===== src/rtl/alu_seq_pkg.sv =====
// ----------------------------------------------------------------------------
// alu_seq_pkg
// Shared types and constants for the round-robin ALU sequencer.
//   seq_state_t : sequencer FSM states (IDLE -> EXEC -> RESP -> IDLE)
//   OP_*        : 2-bit ALU opcodes as presented on ReqControl / AluControl
//   FLG_*       : bit positions inside the 4-bit NZCV flag vector
// ----------------------------------------------------------------------------
package alu_seq_pkg;

    typedef enum logic [1:0] {
        IDLE,
        EXEC,
        RESP
    } seq_state_t;

    localparam logic [1:0] OP_ADD = 2'b00;
    localparam logic [1:0] OP_SUB = 2'b01;
    localparam logic [1:0] OP_AND = 2'b10;
    localparam logic [1:0] OP_OR  = 2'b11;

    localparam int unsigned FLG_N = 3;
    localparam int unsigned FLG_Z = 2;
    localparam int unsigned FLG_C = 1;
    localparam int unsigned FLG_V = 0;

endpackage


===== src/rtl/rr_arbiter.sv =====
// ----------------------------------------------------------------------------
// rr_arbiter
// Stateless round-robin priority search: picks the first asserted request at
// or after ptr_i, wrapping modulo NReq. The pointer register lives in the
// parent so that it only advances when a grant is actually taken.
// Ports:
//   req_i     in  NReq  request vector
//   ptr_i     in  IdW   index with highest priority this cycle
//   gnt_o     out NReq  one-hot grant (zero when no request)
//   gnt_idx_o out IdW   index of the granted request (0 when none)
//   any_o     out 1     at least one request asserted
// ----------------------------------------------------------------------------
module rr_arbiter #(
    parameter  int unsigned NReq = 4,
    localparam int unsigned IdW  = $clog2(NReq)
) (
    input  logic [NReq-1:0] req_i,
    input  logic [IdW-1:0]  ptr_i,
    output logic [NReq-1:0] gnt_o,
    output logic [IdW-1:0]  gnt_idx_o,
    output logic            any_o
);

    logic [IdW-1:0] cand;

    always_comb begin
        gnt_o     = '0;
        gnt_idx_o = '0;
        any_o     = 1'b0;
        cand      = '0;
        // Walk outward from the pointer; the first hit wins.
        for (int unsigned i = 0; i < NReq; i++) begin
            cand = IdW'((32'(ptr_i) + i) % NReq);
            if (!any_o && req_i[cand]) begin
                gnt_idx_o = cand;
                any_o     = 1'b1;
            end
        end
        gnt_o[gnt_idx_o] = any_o;
    end

endmodule


===== src/rtl/alu_rr_sequencer.sv =====
// ----------------------------------------------------------------------------
// alu_rr_sequencer
// Shares one external combinational ALU between NReq requesters. A round-robin
// arbiter accepts one request in IDLE, the operands are registered and drive
// the ALU during EXEC, and the captured result/flags are returned tagged with
// the requester id through a valid/ready response port (RESP).
//
// Optional build macro: ALU_STICKY_FLAGS_EN adds StickyClr/StickyFlags, which
// accumulate carry/overflow seen across captures until cleared.
//
// Ports:
//   Clk, nRst             clock (rising edge), async active-low reset
//   ReqValid/ReqReady     per-requester handshake; ReqReady one-hot or zero
//   ReqA/ReqB             packed operands, requester i at [i*Bits +: Bits]
//   ReqControl            packed opcodes, requester i at [i*2 +: 2]
//   AluInA/AluInB/AluControl  registered drive to the shared ALU
//   AluResult/AluFlags    ALU outputs, flags as [3]N [2]Z [1]C [0]V
//   RspValid/RspReady     response handshake
//   RspId/RspResult/RspFlags  response payload, stable while RspValid
//   StickyClr/StickyFlags (ALU_STICKY_FLAGS_EN only) [1] carry, [0] overflow
// ----------------------------------------------------------------------------
module alu_rr_sequencer
    import alu_seq_pkg::*;
#(
    parameter  int unsigned Bits = 5,
    parameter  int unsigned NReq = 4,
    localparam int unsigned IdW  = $clog2(NReq)
) (
    input  logic                 Clk,
    input  logic                 nRst,
    input  logic [NReq-1:0]      ReqValid,
    output logic [NReq-1:0]      ReqReady,
    input  logic [NReq*Bits-1:0] ReqA,
    input  logic [NReq*Bits-1:0] ReqB,
    input  logic [NReq*2-1:0]    ReqControl,
    output logic [Bits-1:0]      AluInA,
    output logic [Bits-1:0]      AluInB,
    output logic [1:0]           AluControl,
    input  logic [Bits-1:0]      AluResult,
    input  logic [3:0]           AluFlags,
    output logic                 RspValid,
    input  logic                 RspReady,
    output logic [IdW-1:0]       RspId,
    output logic [Bits-1:0]      RspResult,
    output logic [3:0]           RspFlags
`ifdef ALU_STICKY_FLAGS_EN
    ,
    input  logic                 StickyClr,
    output logic [1:0]           StickyFlags
`endif
);

    seq_state_t      state_q, state_d;
    logic [IdW-1:0]  ptr_q,   ptr_d;
    logic [IdW-1:0]  id_q,    id_d;
    logic [Bits-1:0] a_q,     a_d;
    logic [Bits-1:0] b_q,     b_d;
    logic [1:0]      op_q,    op_d;
    logic [Bits-1:0] res_q,   res_d;
    logic [3:0]      flg_q,   flg_d;

    logic [NReq-1:0] arb_gnt;
    logic [IdW-1:0]  arb_idx;
    logic            arb_any;

    rr_arbiter #(
        .NReq (NReq)
    ) u_arb (
        .req_i     (ReqValid),
        .ptr_i     (ptr_q),
        .gnt_o     (arb_gnt),
        .gnt_idx_o (arb_idx),
        .any_o     (arb_any)
    );

    always_comb begin
        state_d  = state_q;
        ptr_d    = ptr_q;
        id_d     = id_q;
        a_d      = a_q;
        b_d      = b_q;
        op_d     = op_q;
        res_d    = res_q;
        flg_d    = flg_q;
        ReqReady = '0;

        unique case (state_q)
            IDLE: begin
                if (arb_any) begin
                    // Gated by nRst so ReqReady reads 0 while reset is held.
                    ReqReady = nRst ? arb_gnt : '0;
                    a_d      = ReqA[arb_idx*Bits +: Bits];
                    b_d      = ReqB[arb_idx*Bits +: Bits];
                    op_d     = ReqControl[arb_idx*2 +: 2];
                    id_d     = arb_idx;
                    ptr_d    = (32'(arb_idx) == NReq - 1) ? '0 : arb_idx + IdW'(1);
                    state_d  = EXEC;
                end
            end
            EXEC: begin
                res_d   = AluResult;
                flg_d   = AluFlags;
                state_d = RESP;
            end
            RESP: begin
                if (RspReady) begin
                    state_d = IDLE;
                end
            end
            default: begin
                state_d = IDLE;
            end
        endcase
    end

    always_ff @(posedge Clk or negedge nRst) begin
        if (!nRst) begin
            state_q <= IDLE;
            ptr_q   <= '0;
            id_q    <= '0;
            a_q     <= '0;
            b_q     <= '0;
            op_q    <= '0;
            res_q   <= '0;
            flg_q   <= '0;
        end else begin
            state_q <= state_d;
            ptr_q   <= ptr_d;
            id_q    <= id_d;
            a_q     <= a_d;
            b_q     <= b_d;
            op_q    <= op_d;
            res_q   <= res_d;
            flg_q   <= flg_d;
        end
    end

    // Operand registers keep driving the ALU outside EXEC; nothing is cleared.
    assign AluInA     = a_q;
    assign AluInB     = b_q;
    assign AluControl = op_q;

    assign RspValid  = (state_q == RESP);
    assign RspId     = id_q;
    assign RspResult = res_q;
    assign RspFlags  = flg_q;

`ifdef ALU_STICKY_FLAGS_EN
    logic [1:0] sticky_q, sticky_d;

    // Clear has priority over a same-cycle capture.
    always_comb begin
        sticky_d = sticky_q;
        if (StickyClr) begin
            sticky_d = '0;
        end else if (state_q == EXEC) begin
            sticky_d = sticky_q | {AluFlags[FLG_C], AluFlags[FLG_V]};
        end
    end

    always_ff @(posedge Clk or negedge nRst) begin
        if (!nRst) begin
            sticky_q <= '0;
        end else begin
            sticky_q <= sticky_d;
        end
    end

    assign StickyFlags = sticky_q;
`else
    // Sticky carry/overflow tracking is not built in this configuration.
`endif

endmodule

===== config.mk =====
export PLATFORM = sky130hd
export DESIGN_NAME = alu_rr_sequencer
export DESIGN_NICKNAME = d
export VERILOG_FILES = /design/src/rtl/alu_seq_pkg.sv /design/src/rtl/rr_arbiter.sv /design/src/rtl/alu_rr_sequencer.sv
export SDC_FILE = /design/constraint.sdc
export NUM_CORES = 1
export LEC_CHECK = 0
export CORE_UTILIZATION = 38
export DETAILED_ROUTE_END_ITERATION = 8
export PLACE_DENSITY = 0.81
export SYNTH_ARGS = -nofsm -noshare
export SYNTH_HDL_FRONTEND = slang
export SYNTH_HIERARCHICAL = 1
export SYNTH_SLANG_ARGS = --single-unit

===== constraint.sdc =====
create_clock -name Clk -period 2.43 [get_ports Clk]
set_input_delay 0.486 -clock Clk [delete_from_list [all_inputs] [get_ports Clk]]
set_output_delay 0.486 -clock Clk [all_outputs]
set_load 0.02 [all_outputs]

==> results of run 1 <==
## synthesized netlist by cell type (2+ instances only)
cell                       count
sky130_fd_sc_hd__a21oi_1       4
sky130_fd_sc_hd__and3_1        4
sky130_fd_sc_hd__buf_2         4
sky130_fd_sc_hd__dfrtp_1      27
sky130_fd_sc_hd__inv_1         5
sky130_fd_sc_hd__mux2_2       17
sky130_fd_sc_hd__mux2_4        8
sky130_fd_sc_hd__mux4_1        4
sky130_fd_sc_hd__mux4_2        8
sky130_fd_sc_hd__nand2_1       2
sky130_fd_sc_hd__nand2b_1      4
sky130_fd_sc_hd__nor2_1        6
sky130_fd_sc_hd__nor3_1        2
sky130_fd_sc_hd__o21ai_0       3
## stage by stage
stage | TNS, ns | setup slack, ns
2_1_floorplan | 0 | 0.2410
3_3_place_gp | -4.046 | -0.2932
3_5_place_dp | -5.363 | -0.3846
4_1_cts | 0 | 0.006036
5_1_grt | 0 | 0.06373
6_report | 0 | 0.1547
## final cells by class
cell class | count | area, um^2 | area share
inverter | 5 | 18.77 | 0.007163
clock buffer | 3 | 41.29 | 0.01576
tap | 50 | 62.56 | 0.02388
timing repair buffer | 98 | 979.7 | 0.3739
multi-input combinational | 73 | 837.1 | 0.3195
sequential | 27 | 675.6 | 0.2579
clock inverter | 1 | 5.005 | 0.001910
## flip-flops by register name (all words and copies together) (netlist names)
name,cells
AluInA,5
state_q,2
RspId,2
RspResult,5
ptr_q,2
AluControl,2
AluInB,5
RspFlags,4
## power groups by stage
stage / clock [uW] / sequential [uW] / combinational, uW
after floorplan: 0 / 1060 / 940
after global placement: 0 / 849 / 1780
after detailed placement: 0 / 861 / 1820
after CTS: 258 / 867 / 1830
after global routing: 274 / 897 / 1950
final: 250 / 868 / 1820
## placed cells by master, fill, tap and decap left out, drive strengths merged, types with 2 or more instances in the layout
master	synthesis	layout
clkdlybuf4s50	0	83
dfrtp	27	27
mux2	25	25
mux4	12	12
buf	8	7
nor2	6	6
inv	5	5
nand2b	5	5
a21oi	5	5
and3	4	4
clkdlybuf4s15	0	4
o21ai	4	4
clkbuf	0	3
dlygate4sd2	0	3
nand2	2	2
nor3	2	2
a211oi	2	2
## layer usage
layer	share of wire	up-vias	track usage	wire [um]
met5	0	-	0	0
met4	0.024	0	0.09840	93
met3	0.10	8	0.04655	398
met2	0.50	91	0.3367	1938
met1	0.37	644	0.2112	1452
li1	-	610	-	-
## repair_timing
item	CTS	global route
gates resized for setup	16	2
buffers inserted	0	0
endpoints found under the setup margin	13	16
## critical path: cells and delay by family (launching register included)
family	cells	cell delay [ns]
buffers and inverters	1	0.24
AOI/OAI and AO/OA	1	0.30
DFF	1	0.61
and+or+nand+nor	3	0.36
## kinds of logic (layout without fill, tap and decap cells)
family / Yosys count / after routing / share of synthesized area
AO/OA/AOI/OAI: 14 / 14 / 0.06116
AND/OR/NAND/NOR: 21 / 21 / 0.07149
buffers and inverters: 13 / 107 / 0.05163
adder cells (fa/ha/maj): 1 / 1 / 0.007942
multiplexers: 37 / 37 / 0.3789
flip-flops: 27 / 27 / 0.4289
## how the worst max path moves through the flow
stage | endpoint | slack (ns) | startpoint | cells past startpoint
floorplan | AluInA[0]$_DFFE_PN0P_ | 0.24 | ReqValid[1] | 8
global placement | ReqReady[3] | -0.29 | ReqValid[0] | 6
detailed placement | AluInB[4]$_DFFE_PN0P_ | -0.38 | ReqValid[1] | 7
CTS | ReqReady[3] | 0.006 | ReqValid[3] | 6
global route | AluInB[4]$_DFFE_PN0P_ | 0.06 | ReqValid[1] | 7
finish | ReqReady[2] | 0.15 | ptr_q[1]$_DFFE_PN0P_ | 5
==> results summary, run 1 <==
The run finished with clean final reports. The synthesized design spends more area on one cell type than any other, namely sky130_fd_sc_hd__dfrtp_1. Setup violations remaining at the end of the flow were counted as 0. The post-detailed-routing wire length came out at 3.883 mm.

The remaining antenna violation count is 0. Pin placement for this block handled 92 I/O pins. Walking the worst path, the cells encountered are nor2_1 -> a221oi_1 -> nor2b_1 -> and3_1 -> clkdlybuf4s15_2.

Dividing the final minimum period by the clock period gives 0.9363. The worst-case register-to-register setup slack is 0.20 ns. The half-perimeter wire length after placement came out at 3.004 mm. The total number of H-tree levels is 1. The clock insertion delay at the later pin of the skew report is 0.27 ns. The path class of the tightest hold or removal check is reg -> reg.

The quantity of I/O buffers inserted on ports came out at 91. For the final database, setup skew stands at 0.002470 ns. The post-layout instance area came out at 2620 um^2. The data arrival at the endpoint of the critical path is 1.79 ns. The antenna diode count is 0. For this run, the leading register cell type out of synthesis is sky130_fd_sc_hd__dfrtp_1.

Buffers inserted during clock tree synthesis total 3. Counting instances, the worst hold path has a depth of 1. The number of DRC markers after the initial detailed-route iteration came out at 73.

The site row count is 23. The detailed router placed 1353 vias in this run. The starting utilization of the core area is 0.3938. The maximum fanout along the worst path is 12. The number of global-route vias before repair came out at 1445. The number of synthesized flops with an enable pin came out at 0.

The number of maximum-capacitance constraint violations is 0. The fraction of power spent switching nets is 0.3634. For this run, asynchronously set or reset flops after synthesis account for 1.000. The count of final hold-check violations is 0.

The synthesized cell area is 1575 um^2. The measured slew at the worst slew-check pin came out at 0.4297 ns. The Yosys step of the flow raised 6 warnings.

TritonCTS built the clock tree. The share of total power dissipated in combinational logic is 0.619. The post-detailed-route DRC marker count came out at 0. The class of the most critical setup path is reg -> out.

The worst-case vdd ir drop came out at 0.7559 mV. The net count after synthesis is 178. The non-filler instance count after layout is 257. The maximum number of pins on one net before global-route repair is 28.

The number of pins with negative max-slew slack in the final report is 0. The clock net in this run drives a total of 27 sinks. In this run the most critical hold path is launched from RspResult[0]$_DFFE_PN0N_. The cell total after placement came out at 253.

The internal power of the cells came out at 1867 uW. The congestion estimate from routability-driven global placement came to 0.9153. Summed over all cells, the static leakage comes to 0.001100 uW. The clock group share of total power is 0.085. The net total in the final layout is 273. At the end of the flow the core is filled with cells to 0.6550. The reg-to-reg endpoint is AluInB[4]$_DFFE_PN0P_. The fraction of power consumed by sequential logic is 0.296. The total congestion overflow is 0. Counting the fill cells in the layout gives 286. The post-placement cell area is 2556 um^2. The slowest cell on the critical path is sky130_fd_sc_hd__dfrtp_1. Counting I/O delays and the setup requirement, the final critical path takes 2.275 ns. Yosys attributes the largest share of cell area to sky130_fd_sc_hd__dfrtp_1 (43%), sky130_fd_sc_hd__mux2_2 (12%), sky130_fd_sc_hd__mux4_2 (11%). The die span in x came out at 66.39 um. The required time at the endpoint of the critical path came out at 1.94 ns. The post-cts hold buffer count came out at 0. The clock passes through at most 2 buffers. The power consumption is 2933 uW. The core area came out at 4000 um^2. Dividing the detail-routed via count by the number of cells gives 5.265. After detailed routing, the average wire length per cell comes to 15.11 um. The register area share after synthesis is 0.4289. The final-layout worst hold slack is 0.5104 ns. Setup repair after global routing left no endpoint under its margin. In the final layout, the share of cells above drive strength 1 is 0.2512. Of the post-synthesis cell area, the dominant cell type holds 0.4289. The post-synthesis to final-layout area growth came out at 66.32%. The startpoint identified for the worst register-to-register timing path is ptr_q[0]$_DFFE_PN0P_. The cell count after synthesis came out at 113. Measured in cells, the most critical reg-to-reg path has a length of 6. The global-route usage over all layers is 0.1911. For this run, the detailed router's first-pass iteration total came to 4. The full die area came out at 4407 um^2. The first global-routing pass estimated 6.251 mm of wire. The mean cell area of the mapped netlist is 13.94 um^2. The die extent in y came out at 66.39 um. The delay of the slowest cell on the worst path came out at 0.61 ns. The end point of the worst hold path is RspResult[0]$_DFFE_PN0N_. The initial antenna violation count came out at 0. For this design the total switching power over the nets is 1066 uW. The timing-limited maximum frequency came out at 0.4395 GHz. The headroom to the max-slew limit came out at 0.7135. The root buffer cell chosen for the clock tree is sky130_fd_sc_hd__clkbuf_8. The clock input transition at the sequential cells of the worst setup and hold paths is 0.09 ns. The post-synthesis cell type count is 29.

The type of element capturing the critical path is an output port. Dividing total power by cell area gives a power density of 1119 nW/um^2. The critical path startpoint category is a flip-flop. The flip-flop and latch count after synthesis came out at 27.
Note: power is estimated with default switching activity, not from simulation.
==> run 2, diff against run 1 <==
--- a/config.mk
+++ b/config.mk
@@ -5,9 +5,8 @@
 export SDC_FILE = /design/constraint.sdc
 export NUM_CORES = 1
 export LEC_CHECK = 0
-export CORE_UTILIZATION = 38
+export CORE_UTILIZATION = 25
 export DETAILED_ROUTE_END_ITERATION = 8
-export PLACE_DENSITY = 0.81
 export SYNTH_ARGS = -nofsm -noshare
 export SYNTH_HDL_FRONTEND = slang
 export SYNTH_HIERARCHICAL = 1
==> results summary, run 2 (same netlist as run 1, synthesis figures left out) <==
The flow ran to the end, and the final reports show no timing, DRC or antenna violations. The data arrival at the endpoint of the critical path was 1.80 ns (about the same). The post-detailed-routing wire length is 4.122 mm (+6.2%). The average wire length per cell after detail routing was 14.36 um (-4.9%).

TritonCTS built the clock tree. The quantity of I/O buffers inserted on ports came out at 91 (unchanged). The total via count in the routed design is 1295 (-4.3%). The fraction of layout cells with a size suffix above 1 is 0.2783 (+0.02709). The number of inserted filler cells in the final layout is 536 (+87%).

The full die area came out at 6623 um^2 (+50%). The timing-limited maximum frequency came to 0.4379 GHz (-0.36%). The number of DRC markers after the initial detailed-route iteration is 66 (-9.6%).

The clock input transition at the sequential cells of the worst setup and hold paths is 0.09 ns (about the same). The number of global-route vias before repair was 1332 (-7.8%). The count of TritonRoute iterations in the first routing pass came out at 4 (unchanged).

The die extent in y was 81.38 um (+23%). The number of maximum-capacitance constraint violations came out at 0 (unchanged). The antenna diode count is 0 (unchanged). The remaining antenna violation count came out at 0 (unchanged). The wire length of the first global-routing pass was 6.610 mm (+5.7%). The site row count was 28 (+22%). The required time at the endpoint of the critical path is 1.94 ns (about the same). The clock insertion delay at the later pin of the skew report is 0.27 ns (about the same).

The largest clock skew in the final design is 0.008179 ns (+0.005709 ns). The fraction of power consumed by sequential logic was 0.285 (-0.011). The worst hold-check path type is reg -> reg. The post-synthesis to final-layout area growth came out at 71.33%. The clock group share of total power is 0.087 (+0.002). The total number of H-tree levels came out at 1 (unchanged). The maximum fanout along the worst path is 12 (unchanged).

The buffer levels on the longest clock path came out at 2 (unchanged). The internal power of the cells is 1907 uW (+2.1%). The headroom to the max-slew limit came out at 0.6869 (-0.02666).

The fraction of power spent switching nets came out at 0.3646 (+0.001215). The top cell types in the final layout, fill and taps aside, are sky130_fd_sc_hd__clkdlybuf4s50_1 (83), sky130_fd_sc_hd__dfrtp_1 (27), sky130_fd_sc_hd__mux2_2 (17), sky130_fd_sc_hd__buf_4 (11). The net total in the final layout is 278 (+1.8%).

The final setup violation count came to 0 (unchanged). The total congestion overflow is 0 (unchanged). The post-detailed-route via-to-cell ratio came out at 4.512 (-14%). The power share of the combinational group came out at 0.627 (+0.008). The number of placed I/O pins came out at 92 (unchanged). The die span in x came out at 81.38 um (+23%). The commonest non-fill, non-tap cell in the layout is sky130_fd_sc_hd__clkdlybuf4s50_1.

The worst setup path is of the reg -> out kind. The global-route usage over all layers came to 0.1338 (-0.05735). The count of final hold-check violations is 0 (unchanged). The measured slew at the worst slew-check pin came out at 0.4697 ns (+0.03999 ns).

The core area is 5991 um^2 (+50%). The final worst-path setup slack came to 0.1466 ns (-0.008182 ns). The final critical delay including setup and external delays came to 2.283 ns (+0.008182 ns).

The maximum number of pins on one net before global-route repair came out at 28 (unchanged). The half-perimeter wire length after placement came out at 3.260 mm (+8.5%). The share of the clock period used by the worst path after layout is 0.9397 (+0.003367).

The power per standard cell area was 1112 nW/um^2 (-0.68%). The starting utilization of the core area came to 0.2629 (-0.1309). The initial antenna violation count came out at 0 (unchanged).

The last weighted congestion value of the routability-driven placer is 0.7617 (-17%). The worst-case vdd ir drop came to 0.5273 mV (-30%). The final standard cell utilization of the core came out at 0.4505 (-0.2045).

The pre-CTS worst setup slack came to -0.4688 ns (-0.08424 ns). The net switching power of the design came out at 1094 uW (+2.7%). The critical path startpoint category is a flip-flop. The number of pins with negative max-slew slack in the final report is 0 (unchanged). The static power due to leakage is 0.001115 uW (+1.3%). The worst setup path is captured at an output port. The cell at the root of the clock tree is sky130_fd_sc_hd__clkbuf_8. Setup repair after global routing left no endpoint under its margin. The number of buffers inserted during clock tree synthesis is 3 (unchanged). The number of clock sinks is 27 (unchanged).

The post-detailed-route DRC marker count came to 0 (unchanged).
## run 2: final timing paths
check,start,end,slack [ns],depth (start not counted)
hold reg to reg,AluControl[1]$_DFFE_PN0P_,AluControl[1]$_DFFE_PN0P_,0.51,1
setup / recovery,ptr_q[1]$_DFFE_PN0P_,ReqReady[2],0.15,5
min in group asynchronous,nRst,AluInB[2]$_DFFE_PN0P_,0.74,2
max in group asynchronous,nRst,RspId[0]$_DFFE_PN0P_,1.43,2
setup reg to reg,ptr_q[0]$_DFFE_PN0P_,AluInA[3]$_DFFE_PN0P_,0.24,6
hold / removal,AluControl[1]$_DFFE_PN0P_,AluControl[1]$_DFFE_PN0P_,0.51,1
## run 2: routing by layer
metal  global-route usage  vias up  routed length, um
met4              0.02143        0                 12
met2               0.2233       56               1922
met1               0.1779      614               1858
met5                    0        -                  0
met3              0.03034        2                328
li1                     -      623                  -
## run 2: power by group through the flow
stage               logic [uW]  clock network, uW  registers [uW]
global route              2030                288             894
detailed placement        1880                  0             855
floorplan                  940                  0            1060
global placement          1870                  0             848
CTS                       1910                276             854
finish                    1880                262             856
## run 2: layout make-up
type                    instances  area (um^2)  share of cell area
repair buffers                103         1013              0.3755
flip-flops and latches         27        675.6              0.2503
multi-input cells              73        848.3              0.3143
clock buffers                   3        41.29             0.01530
inverters                       5        18.77            0.006954
clock inverters                 1        7.507            0.002782
well taps                      75        93.84             0.03477
## run 2: repair_timing
item | CTS | global route
hold buffers | 0 | 0
setup buffers | 1 | 0
setup endpoints to repair | 10 | 0
gates resized for setup | 19 | 0
## run 2: worst max-delay path, stage by stage, from the launching register on
cell	delay (ns)
sky130_fd_sc_hd__dfrtp_1	0.62
sky130_fd_sc_hd__nor2_1	0.12
sky130_fd_sc_hd__a221oi_2	0.29
sky130_fd_sc_hd__nor2b_1	0.09
sky130_fd_sc_hd__and3_1	0.17
sky130_fd_sc_hd__clkdlybuf4s15_2	0.25
## run 2: stage by stage
step / hold WS (ns) / power [uW] / cells / area, um^2 / setup TNS [ns]
floorplan: 0.1904 / 1999 / 113 / 1575 / 0
global placement: 0.4853 / 2716 / 282 / 2625 / -5.343
detailed placement: 0.4950 / 2735 / 282 / 2625 / -5.626
CTS: 0.5175 / 3040 / 287 / 2699 / 0
global route: 0.5378 / 3208 / 287 / 2699 / 0
finish: 0.5121 / 3001 / 287 / 2699 / 0
